<file path="config.mk">
export PLATFORM = sky130hd
export DESIGN_NAME = fp_adder_top
export DESIGN_NICKNAME = d
export VERILOG_FILES = /design/src/rtl/fp_pkg.sv /design/src/rtl/fp_align_shift.sv /design/src/rtl/fp_adder_top.sv
export SDC_FILE = /design/constraint.sdc
export NUM_CORES = 1
export LEC_CHECK = 0
export BUFFER_PORTS_ARGS = -buffer_cell sky130_fd_sc_hd__buf_2
export CAP_MARGIN = 20
export CORE_UTILIZATION = 50
export DETAILED_ROUTE_END_ITERATION = 16
export GPL_TIMING_DRIVEN = 0
export PLACE_DENSITY = 0.72
export SYNTH_ARGS = -nofsm -noshare
export SYNTH_HDL_FRONTEND = slang
export SYNTH_SLANG_ARGS = --single-unit
</file>
<file path="constraint.sdc">
create_clock -name clk -period 1.2 [get_ports clk]
set_input_delay 0.24 -clock clk [delete_from_list [all_inputs] [get_ports clk]]
set_output_delay 0.24 -clock clk [all_outputs]
set_load 0.1 [all_outputs]
</file>
<file path="src/rtl/fp_pkg.sv">
// Shared definitions for the unsigned floating-point adder.
// Word format: [W-1:MAN_W] unsigned exponent, [MAN_W-1:0] mantissa,
// value = 0.mantissa x 2^exponent, mantissa MSB is an explicit leading one.
package fp_pkg;

    localparam int EXP_W = 9;
    localparam int MAN_W = 30;
    localparam int W     = EXP_W + MAN_W;

    typedef struct packed {
        logic [EXP_W-1:0] exp;
        logic [MAN_W-1:0] man;
    } fp_word_t;

    // Result forced on exponent overflow.
    localparam fp_word_t FP_SAT = '{exp: {EXP_W{1'b1}}, man: {MAN_W{1'b1}}};

    // Builds a word from separate fields.
    function automatic fp_word_t fp_pack(input logic [EXP_W-1:0] e, input logic [MAN_W-1:0] m);
        fp_word_t w;
        w.exp = e;
        w.man = m;
        return w;
    endfunction

endpackage

</file>
<file path="src/rtl/fp_align_shift.sv">
// Right-shift of the smaller operand's mantissa by the exponent difference.
// Macro FP_ADDER_ROUND_EN: when defined, also produces the guard, round and
// sticky bits of everything shifted out; otherwise shifted-out bits are dropped.
module fp_align_shift #(
    parameter int EXP_W = fp_pkg::EXP_W,
    parameter int MAN_W = fp_pkg::MAN_W
) (
    input  logic [MAN_W-1:0] i_man,
    input  logic [EXP_W-1:0] i_shift,
`ifdef FP_ADDER_ROUND_EN
    output logic             o_guard,
    output logic             o_round,
    output logic             o_sticky,
`endif
    output logic [MAN_W-1:0] o_man
);

`ifdef FP_ADDER_ROUND_EN
    // Mantissa sits on top of MAN_W+2 extra bits: guard, round, then a field
    // that collects sticky bits. Clamping the shift at MAN_W+2 drops the whole
    // mantissa into the sticky field, which is exactly the far-shift answer.
    localparam int               WIDE     = 2 * MAN_W + 2;
    localparam logic [EXP_W-1:0] SH_CLAMP = EXP_W'(MAN_W + 2);

    logic [EXP_W-1:0] w_sh;
    logic [WIDE-1:0]  w_wide;

    // Clamped wide shift
    always_comb begin
        w_sh   = (i_shift > SH_CLAMP) ? SH_CLAMP : i_shift;
        w_wide = {i_man, {(MAN_W + 2){1'b0}}} >> w_sh;
    end

    assign o_man    = w_wide[WIDE-1:MAN_W+2];
    assign o_guard  = w_wide[MAN_W+1];
    assign o_round  = w_wide[MAN_W];
    assign o_sticky = |w_wide[MAN_W-1:0];
`else
    localparam logic [EXP_W-1:0] SH_MAX = EXP_W'(MAN_W);

    // Truncating shift; a difference of MAN_W or more leaves nothing
    always_comb begin
        if (i_shift >= SH_MAX) o_man = '0;
        else                   o_man = i_man >> i_shift;
    end
`endif

endmodule

</file>
<file path="src/rtl/fp_adder_top.sv">
// Unsigned floating-point adder, one-cycle latency, registered outputs.
// Compare/select, mantissa add, carry renormalization, overflow saturation
// and output register live here; alignment shifting is in fp_align_shift.
// Macro FP_ADDER_ROUND_EN: round-to-nearest-even instead of truncation.
module fp_adder_top #(
    parameter  int EXP_W = fp_pkg::EXP_W,
    parameter  int MAN_W = fp_pkg::MAN_W,
    localparam int W     = EXP_W + MAN_W
) (
    input  logic         clk,
    input  logic         rst_n,
    input  logic         in_valid,
    input  logic [W-1:0] a_original,
    input  logic [W-1:0] b_original,
    output logic [W-1:0] sum,
    output logic         kh,
    output logic         out_valid
);

    localparam logic [EXP_W+1:0] EXP_ONE = {{(EXP_W + 1){1'b0}}, 1'b1};

    logic [EXP_W-1:0] w_exp_a;
    logic [EXP_W-1:0] w_exp_b;
    logic [MAN_W-1:0] w_man_a;
    logic [MAN_W-1:0] w_man_b;
    logic             w_zero_a;
    logic             w_zero_b;
    logic             w_a_big;
    logic [EXP_W-1:0] w_exp_big;
    logic [EXP_W-1:0] w_exp_small;
    logic [MAN_W-1:0] w_man_big;
    logic [MAN_W-1:0] w_man_small;
    logic [EXP_W-1:0] w_diff;
    logic [MAN_W-1:0] w_man_aligned;
    logic [MAN_W:0]   w_add;
    logic [EXP_W+1:0] w_exp_res;
    logic [MAN_W-1:0] w_man_res;
    logic             w_ovf;
    logic [W-1:0]     w_sum_next;
    logic             w_kh_next;

    logic [W-1:0]     r_sum;
    logic             r_kh;
    logic             r_out_valid;

`ifdef FP_ADDER_ROUND_EN
    logic             w_guard;
    logic             w_round;
    logic             w_sticky;
    logic             w_g;
    logic             w_s;
    logic             w_round_up;
    logic [MAN_W:0]   w_man_rnd;
`endif

    assign w_exp_a  = a_original[W-1:MAN_W];
    assign w_exp_b  = b_original[W-1:MAN_W];
    assign w_man_a  = a_original[MAN_W-1:0];
    assign w_man_b  = b_original[MAN_W-1:0];
    assign w_zero_a = (w_man_a == '0);
    assign w_zero_b = (w_man_b == '0);

    // On equal exponents neither side shifts, so the tie choice cannot break
    // commutativity.
    assign w_a_big     = (w_exp_a >= w_exp_b);
    assign w_exp_big   = w_a_big ? w_exp_a : w_exp_b;
    assign w_exp_small = w_a_big ? w_exp_b : w_exp_a;
    assign w_man_big   = w_a_big ? w_man_a : w_man_b;
    assign w_man_small = w_a_big ? w_man_b : w_man_a;
    assign w_diff      = w_exp_big - w_exp_small;

    fp_align_shift #(
        .EXP_W (EXP_W),
        .MAN_W (MAN_W)
    ) u_align (
        .i_man    (w_man_small),
        .i_shift  (w_diff),
`ifdef FP_ADDER_ROUND_EN
        .o_guard  (w_guard),
        .o_round  (w_round),
        .o_sticky (w_sticky),
`endif
        .o_man    (w_man_aligned)
    );

    assign w_add = {1'b0, w_man_big} + {1'b0, w_man_aligned};

    // Carry renormalization (and rounding when enabled); exponent kept two
    // bits wider so an overflow is visible before saturation.
    always_comb begin
        w_exp_res = {2'b00, w_exp_big};
        w_man_res = w_add[MAN_W-1:0];
        if (w_add[MAN_W]) begin
            w_exp_res = w_exp_res + EXP_ONE;
            w_man_res = w_add[MAN_W:1];
        end
`ifdef FP_ADDER_ROUND_EN
        // The carry shift pushes the sum LSB into the guard position and the
        // alignment bits all collapse into sticky.
        if (w_add[MAN_W]) begin
            w_g = w_add[0];
            w_s = w_guard | w_round | w_sticky;
        end else begin
            w_g = w_guard;
            w_s = w_round | w_sticky;
        end
        w_round_up = w_g & (w_s | w_man_res[0]);
        w_man_rnd  = {1'b0, w_man_res} + {{MAN_W{1'b0}}, w_round_up};
        if (w_man_rnd[MAN_W]) begin
            w_exp_res = w_exp_res + EXP_ONE;
            w_man_res = {1'b1, {(MAN_W - 1){1'b0}}};
        end else begin
            w_man_res = w_man_rnd[MAN_W-1:0];
        end
`endif
    end

    assign w_ovf = |w_exp_res[EXP_W+1:EXP_W];

    // Result select: zero bypass, saturation, or normal sum
    always_comb begin
        w_sum_next = {w_exp_res[EXP_W-1:0], w_man_res};
        w_kh_next  = 1'b0;
        if (w_zero_a && w_zero_b) begin
            w_sum_next = '0;
        end else if (w_zero_a) begin
            w_sum_next = b_original;
        end else if (w_zero_b) begin
            w_sum_next = a_original;
        end else if (w_ovf) begin
            w_sum_next = fp_pkg::FP_SAT;
            w_kh_next  = 1'b1;
        end
    end

    // Output register: capture on valid, hold otherwise, flush on reset
    always_ff @(posedge clk or negedge rst_n) begin
        if (!rst_n) begin
            r_sum       <= '0;
            r_kh        <= 1'b0;
            r_out_valid <= 1'b0;
        end else begin
            r_out_valid <= in_valid;
            if (in_valid) begin
                r_sum <= w_sum_next;
                r_kh  <= w_kh_next;
            end
        end
    end

    assign sum       = r_sum;
    assign kh        = r_kh;
    assign out_valid = r_out_valid;

endmodule

</file>
# ---- Word-level counts from Yosys, hierarchy flattened
# Index checks and enable logic that the tools add are counted.
dict set report totals {
  output_inout_bits 41
  regBits 41
  input_bits 81
  word_cells 28
}
dict set report op_classes {
  add_sub_neg 3
  muxes 15
  n_shift 1
  reduce_logical 4
  n_lt_le_gt_ge 2
}
# operator n
set op_table {}
lappend op_table {{39-bit two-way mux} 4}
lappend op_table {{30-bit two-way mux} 4}
lappend op_table {{30-bit zero test} 2}
lappend op_table {{30-bit by 30-bit adder with 31-bit output} 1}
lappend op_table {{30-bit by 9-bit >> shifter with 30-bit output} 1}
lappend op_table {{9-bit two-way mux} 2}
lappend op_table {{9-bit by 1-bit adder with 10-bit output, second input constant} 1}
lappend op_table {{10-bit two-way mux} 1}
lappend op_table {{9-bit by 5-bit >= comparator with 1-bit output, second input constant} 1}
lappend op_table {{9-bit >= comparator} 1}
lappend op_table {{9-bit subtractor} 1}
lappend op_table {{1-bit two-way mux} 4}
lappend op_table {{2-bit OR reduction} 1}
lappend op_table {{1-bit logical AND} 1}

# ---- Logic depth before layout (Yosys ltp)
dict set report depth {
  depth_word 12
  depth_mapped 37
  mapped_depth_nobuf 26
}

# ---- Modules after synthesis
# Synthesis repeated with hierarchy kept, for this count alone.
dict set report unflattened {
  cells_unflattened 1118
  area_unflattened_um2 8107.8
}
# module cells_each n_inst seq_area_each_um2 area_per_inst_um2
set by_module_without_submodules {}
lappend by_module_without_submodules {fp_adder_top 915 1 1026.0 6241.0}
lappend by_module_without_submodules {fp_align_shift 203 1 0.0 1866.8}

# ---- Worst setup path after synthesis
# Ideal clock, no wire load.
dict set report synth_timing {
  path_kind {input port to flip-flop}
  from {input b_original[32]}
  to {register r_sum[5], in the netlist sum[5]}
  path_buffers 11
  required_time_ps 1063
  arrival_time_ps 7752
  setup_slack_ps -6689
  setup_ps 137
  cell_stages 35
  path_cell_list {clkbuf_1 -> inv_1 -> ha_1 -> buf_4 -> o21ai_0 -> nand2_1 -> a31o_1 -> buf_6 -> buf_2 -> buf_2 -> buf_2 -> buf_1 -> buf_1 -> a21oi_1 -> ha_1 -> clkbuf_1 -> inv_2 -> clkbuf_1 -> clkbuf_1 -> mux2i_1 -> mux2i_1 -> a21oi_1 -> o21a_1 -> ha_1 -> fa_1 -> a211o_1 -> a21oi_1 -> nor4_1 -> o21bai_1 -> a31oi_1 -> o31ai_1 -> nand2_1 -> a211oi_1 -> a2bb2oi_1 -> a21oi_1}
}
dict set report synth_between {
  elab_chain_cells 12
  word_cells_on_any_way 18
  cone_classes {3 x add/sub; 2 x order compare; 1 x shift; 11 x mux; 1 x reduce/logical}
}
# element line
set synth_lines {}
lappend synth_lines {{from (decl)} fp_adder_top.sv:14} ;# input logic [W-1:0] b_original,
lappend synth_lines {{9-bit >= comparator} fp_adder_top.sv:65} ;# assign w_a_big = (w_exp_a >= w_exp_b);
lappend synth_lines {{9-bit two-way mux (on tied branches)} {fp_adder_top.sv:66, fp_adder_top.sv:67}}
lappend synth_lines {{9-bit subtractor} fp_adder_top.sv:70} ;# assign w_diff = w_exp_big - w_exp_small;
lappend synth_lines {{30-bit by 9-bit >> shifter with 30-bit output or 9-bit by 5-bit >= comparator with 1-bit output (tied branches)} {fp_align_shift.sv:44, fp_align_shift.sv:43}}
lappend synth_lines {{30-bit two-way mux} fp_align_shift.sv:43} ;# if (i_shift >= SH_MAX) o_man = '0;
lappend synth_lines {{30-bit by 30-bit adder with 31-bit output} fp_adder_top.sv:86} ;# assign w_add = {1'b0, w_man_big} + {1'b0, w_man_aligned};
lappend synth_lines {{10-bit two-way mux} fp_adder_top.sv:93} ;# if (w_add[MAN_W]) begin
lappend synth_lines {{2-bit OR reduction} fp_adder_top.sv:118} ;# assign w_ovf = |w_exp_res[EXP_W+1:EXP_W];
lappend synth_lines {{39-bit two-way mux *} fp_adder_top.sv:130} ;# end else if (w_ovf) begin
lappend synth_lines {{39-bit two-way mux *} fp_adder_top.sv:128} ;# end else if (w_zero_b) begin
lappend synth_lines {{39-bit two-way mux *} fp_adder_top.sv:126} ;# end else if (w_zero_a) begin
lappend synth_lines {{39-bit two-way mux *} fp_adder_top.sv:124} ;# if (w_zero_a && w_zero_b) begin
lappend synth_lines {{to (signal assigned)} fp_adder_top.sv:145} ;# r_sum <= w_sum_next;
lappend synth_lines {{to (decl)} fp_adder_top.sv:42} ;# logic [W-1:0] r_sum;
# Every way passes the cells marked *; elsewhere a longest branch is shown, timed or not.
# A chain may end at the register's enable or synchronous reset.

# ---- Final worst setup path
dict set report layout_timing {
  from {input a_original[30]}
  to {register r_sum[30], in the netlist sum[30]}
}
dict set report layout_between {
  elab_chain_cells 12
  word_cells_on_any_way 17
  cone_classes {3 x add/sub; 2 x order compare; 1 x shift; 10 x mux; 1 x reduce/logical}
}
# element line
set layout_lines {}
lappend layout_lines {{from (decl)} fp_adder_top.sv:13} ;# input logic [W-1:0] a_original,
lappend layout_lines {{9-bit >= comparator} fp_adder_top.sv:65}
lappend layout_lines {{9-bit two-way mux (on tied branches)} {fp_adder_top.sv:66, fp_adder_top.sv:67}}
lappend layout_lines {{9-bit subtractor} fp_adder_top.sv:70}
lappend layout_lines {{30-bit by 9-bit >> shifter with 30-bit output or 9-bit by 5-bit >= comparator with 1-bit output (tied branches)} {fp_align_shift.sv:44, fp_align_shift.sv:43}}
lappend layout_lines {{30-bit two-way mux} fp_align_shift.sv:43}
lappend layout_lines {{30-bit by 30-bit adder with 31-bit output} fp_adder_top.sv:86}
lappend layout_lines {{10-bit two-way mux} fp_adder_top.sv:93}
lappend layout_lines {{2-bit OR reduction} fp_adder_top.sv:118}
lappend layout_lines {{39-bit two-way mux} fp_adder_top.sv:130}
lappend layout_lines {{39-bit two-way mux *} fp_adder_top.sv:128}
lappend layout_lines {{39-bit two-way mux *} fp_adder_top.sv:126}
lappend layout_lines {{39-bit two-way mux *} fp_adder_top.sv:124}
# Marked as above.

==> impl_results.md <==
* Post-synth top flop: dfrtp_1
* Complex-gate fraction of the synthesized area at 0.2825
* Critical Path Most Common Cell: buf_12
* DP Worst Slack at -7280 ps
* Leading post-synthesis cells by instance count: nand2_1 (187), a21oi_1 (88), nor2_1 (78)
* Yosys warnings at 0
* CTS H-tree lvls at 2
* First-pass GRT wire length at 55.63 mm
* Largest family of logic cells by synthesized area: compound AO/OA/AOI/OAI gates
* CP max stage cell: or4_4
* Synth Register Bits at 41
* Utilization after layout at 0.7621
* Top post-synthesis cells by area: dfrtp_1 (13%), nand2_1 (9.1%), mux4_2 (8.8%), mux2i_1 (8.2%), ha_1 (6.7%)
* Share of cells above drive strength 1 at 0.3794
* Syn Area/Cell at 7.339 sq um
* Relative slew slack at 0.2433
* Largest area contributor in the netlist: dfrtp_1
* RSZ-0062 raised after global routing: true
* Synth Area in Adders at 0.06944
* Clk sinks at approximately 40
* Clk_lat worst skew at 290 ps
* Crit path required time at 1410 ps
* DR pass1 iterations at 6
* Max_cap viols at 0
* GRT overflow at 0
* CP peak stage delay at 590 ps
* Yosys cell types at 79
* Sw Share at 0.5263
* Failing checks: negative setup slack
* Layout Nets at 1382
* Core area at 0.01475 sq mm
* Vias in the first global route at 9315
* XOR/XNOR Fraction of Synth Area at 0.04336
* Share of power burned in the clock network at 0.119
* Sequential fraction of the synthesis area at 0.1337
* Setup violators final at 41
* Max FO, Critical Path at 10
* Wire per inst at 26.49 um
* Max rail drop VDD at 1303 uV
* Top-count cell post-synth: nand2_1
* Diodes inserted at 0
* Simple-gate portion of the synthesized area at 0.2391
* Multiplexer share of the synthesized area at 0.1760
* Hold Path Class: input port to flop
* Clock skew at 0 ps
* Crit end category: flop
* Syn Inst Count at 1046
* Power share of the sequential group at 0.130
* Max Slew Vio Count at 0
* I/O Buffers at 120
* Clk slew on worst S/H paths at 70 ps
* Crit path arrival time at approximately 6700 ps
* Final Hold Viols at 0
* Post-synth EDFFs at 0
* PD cells at 1238 mW/mm^2
* Root Buffer: clkbuf_16
* Die H at 125.9 um
* Net Count, Synth at 1169
* Fin crit period at 6498 ps
* Syn Std Cell Area at 0.007676 sq mm
* Largest net degree at the start of global routing at 42
* Die area at 0.01585 sq mm
* Initial DRC count at 1638
* Total track usage at 0.4566
* RD Place Congestion at ~1
* Pint at 0.006595 W
* Chip Width at roughly 130 um
* Via count at 10320
* I/O pin count at between 100 and 150
* DP Wirelength at between 20 and 30 mm
* Starting Density at 0.5203
* Hold buffers post-CTS at 0
* Area Growth Syn to Fin at 46.49%
* Via density at 7.147
* CTS tree: done
* Hold Worst Slack at 87.76 ps
* Comb pwr share at 0.751
* Switching pwr at 0.007328 W
* Initial antenna violation count at 0
* Critical Path Start Type: input port
* Slew @ Worst Pin at 1128 ps
* Row cnt at 44
* Static Leak at 4.765 nW
* Antenna viol nets, final at 0
* Status: finished with violations
* Total wire length at 38.26 mm
* Final worst path period share at 5.415
* CTS max path bufs at 2
* Fmax at 0.1539 GHz
* Post-route worst setup slack at -5298 ps
* Ys async rst share at 1.000
* Total CTS buffers at 5
* Crit Path Category: input port to flop
* Drt drc at 0
* Synth top area share at 0.1337
==> critical path, delay by kind of cell <==
family / cells / cell delay, ps
mux: 3 / 500
buf+inv: 14 / 1840
compound gates: 10 / 1540
simple gates: 6 / 1730
xor+xnor: 1 / 160
fa+ha+maj: 3 / 640
==> power groups by stage <==
stage / Clock, W / Combinational [W] / Sequential, W
2_1_floorplan: 0 / 0.00418 / 0.00356
3_3_place_gp: 0 / 0.00789 / 0.00178
3_5_place_dp: 0 / 0.00788 / 0.00178
4_1_cts: 0.00166 / 0.00912 / 0.00178
5_1_grt: 0.00171 / 0.0109 / 0.00183
6_report: 0.00165 / 0.0105 / 0.00181
==> registers in the layout, indices dropped and copies added (netlist names) <==
signal,cells
kh,1
sum,39
out_valid,1
==> through the flow <==
step	cells	power (W)	cell area [sq um]	setup TNS (ps)
floorplan	1046	0.007738	7944	-207440
finish	1444	0.01392	11240	-207860
global route	1444	0.01439	11240	-213350
detailed placement	1350	0.009660	8775	-283510
CTS	1421	0.01255	10410	-204800
global placement	1350	0.009662	8775	-287640
==> placed cells by master, fill, tap and decap left out, types with 25 or more instances in the layout <==
| cell | instances |
|---|---|
| a21oi_1 | 56 |
| buf_2 | 70 |
| buf_4 | 100 |
| buf_6 | 44 |
| clkbuf_1 | 29 |
| dfrtp_1 | 41 |
| ha_1 | 25 |
| mux2i_1 | 42 |
| mux4_2 | 30 |
| nand2_1 | 174 |
| nand3_1 | 27 |
| nor2_1 | 70 |
| o21ai_0 | 43 |
==> cell type report <==
| cell class | instances | area, sq um |
|---|---|---|
| Inverter | 27 | 138.9 |
| Clock buffer | 6 | 138.9 |
| Timing Repair Buffer | 214 | 1748 |
| Sequential cell | 41 | 1026 |
| Clock inverter | 2 | 37.54 |
| Fill cell | 1066 | 3510 |
| Tap cell | 184 | 230.2 |
| Buffer | 67 | 548.0 |
| Multi-Input combinational cell | 903 | 7377 |
==> layer usage <==
layer | vias up | wire length (um) | track usage
met5 | - | 0 | 0
met4 | 0 | 2024 | 0.1850
met3 | 201 | 6029 | 0.1355
met2 | 952 | 16190 | 0.6818
met1 | 4806 | 14010 | 0.6157
li1 | 4361 | - | -
==> worst paths after layout <==
path,start,end,slack [ps],depth (start not counted)
setup / recovery,a_original[30],sum[30],-5300,37
hold / removal,in_valid,out_valid,90,1
setup reg to reg,sum[33],sum[33],90,3
hold reg to reg,sum[11],sum[11],510,2
max in group asynchronous,rst_n,out_valid,440,1
min in group asynchronous,rst_n,sum[2],120,1
==> cell families after synthesis <==
kind of cell / Yosys count
AND/OR/NAND/NOR: 400
AO/OA/AOI/OAI: 329
buffers and inverters: 102
multiplexers: 97
adder cells (fa/ha/maj): 42
flip-flops: 41
XOR/XNOR: 35
==> repair_timing <==
item | 4_1_cts | 5_1_grt
cloned | 4 | 0
endpoints found under the setup margin | 81 | 61
pin swaps | 67 | 78
gates resized for setup | 228 | 168
buffers inserted | 65 | 29
Note: power is estimated with default switching activity, not from simulation.
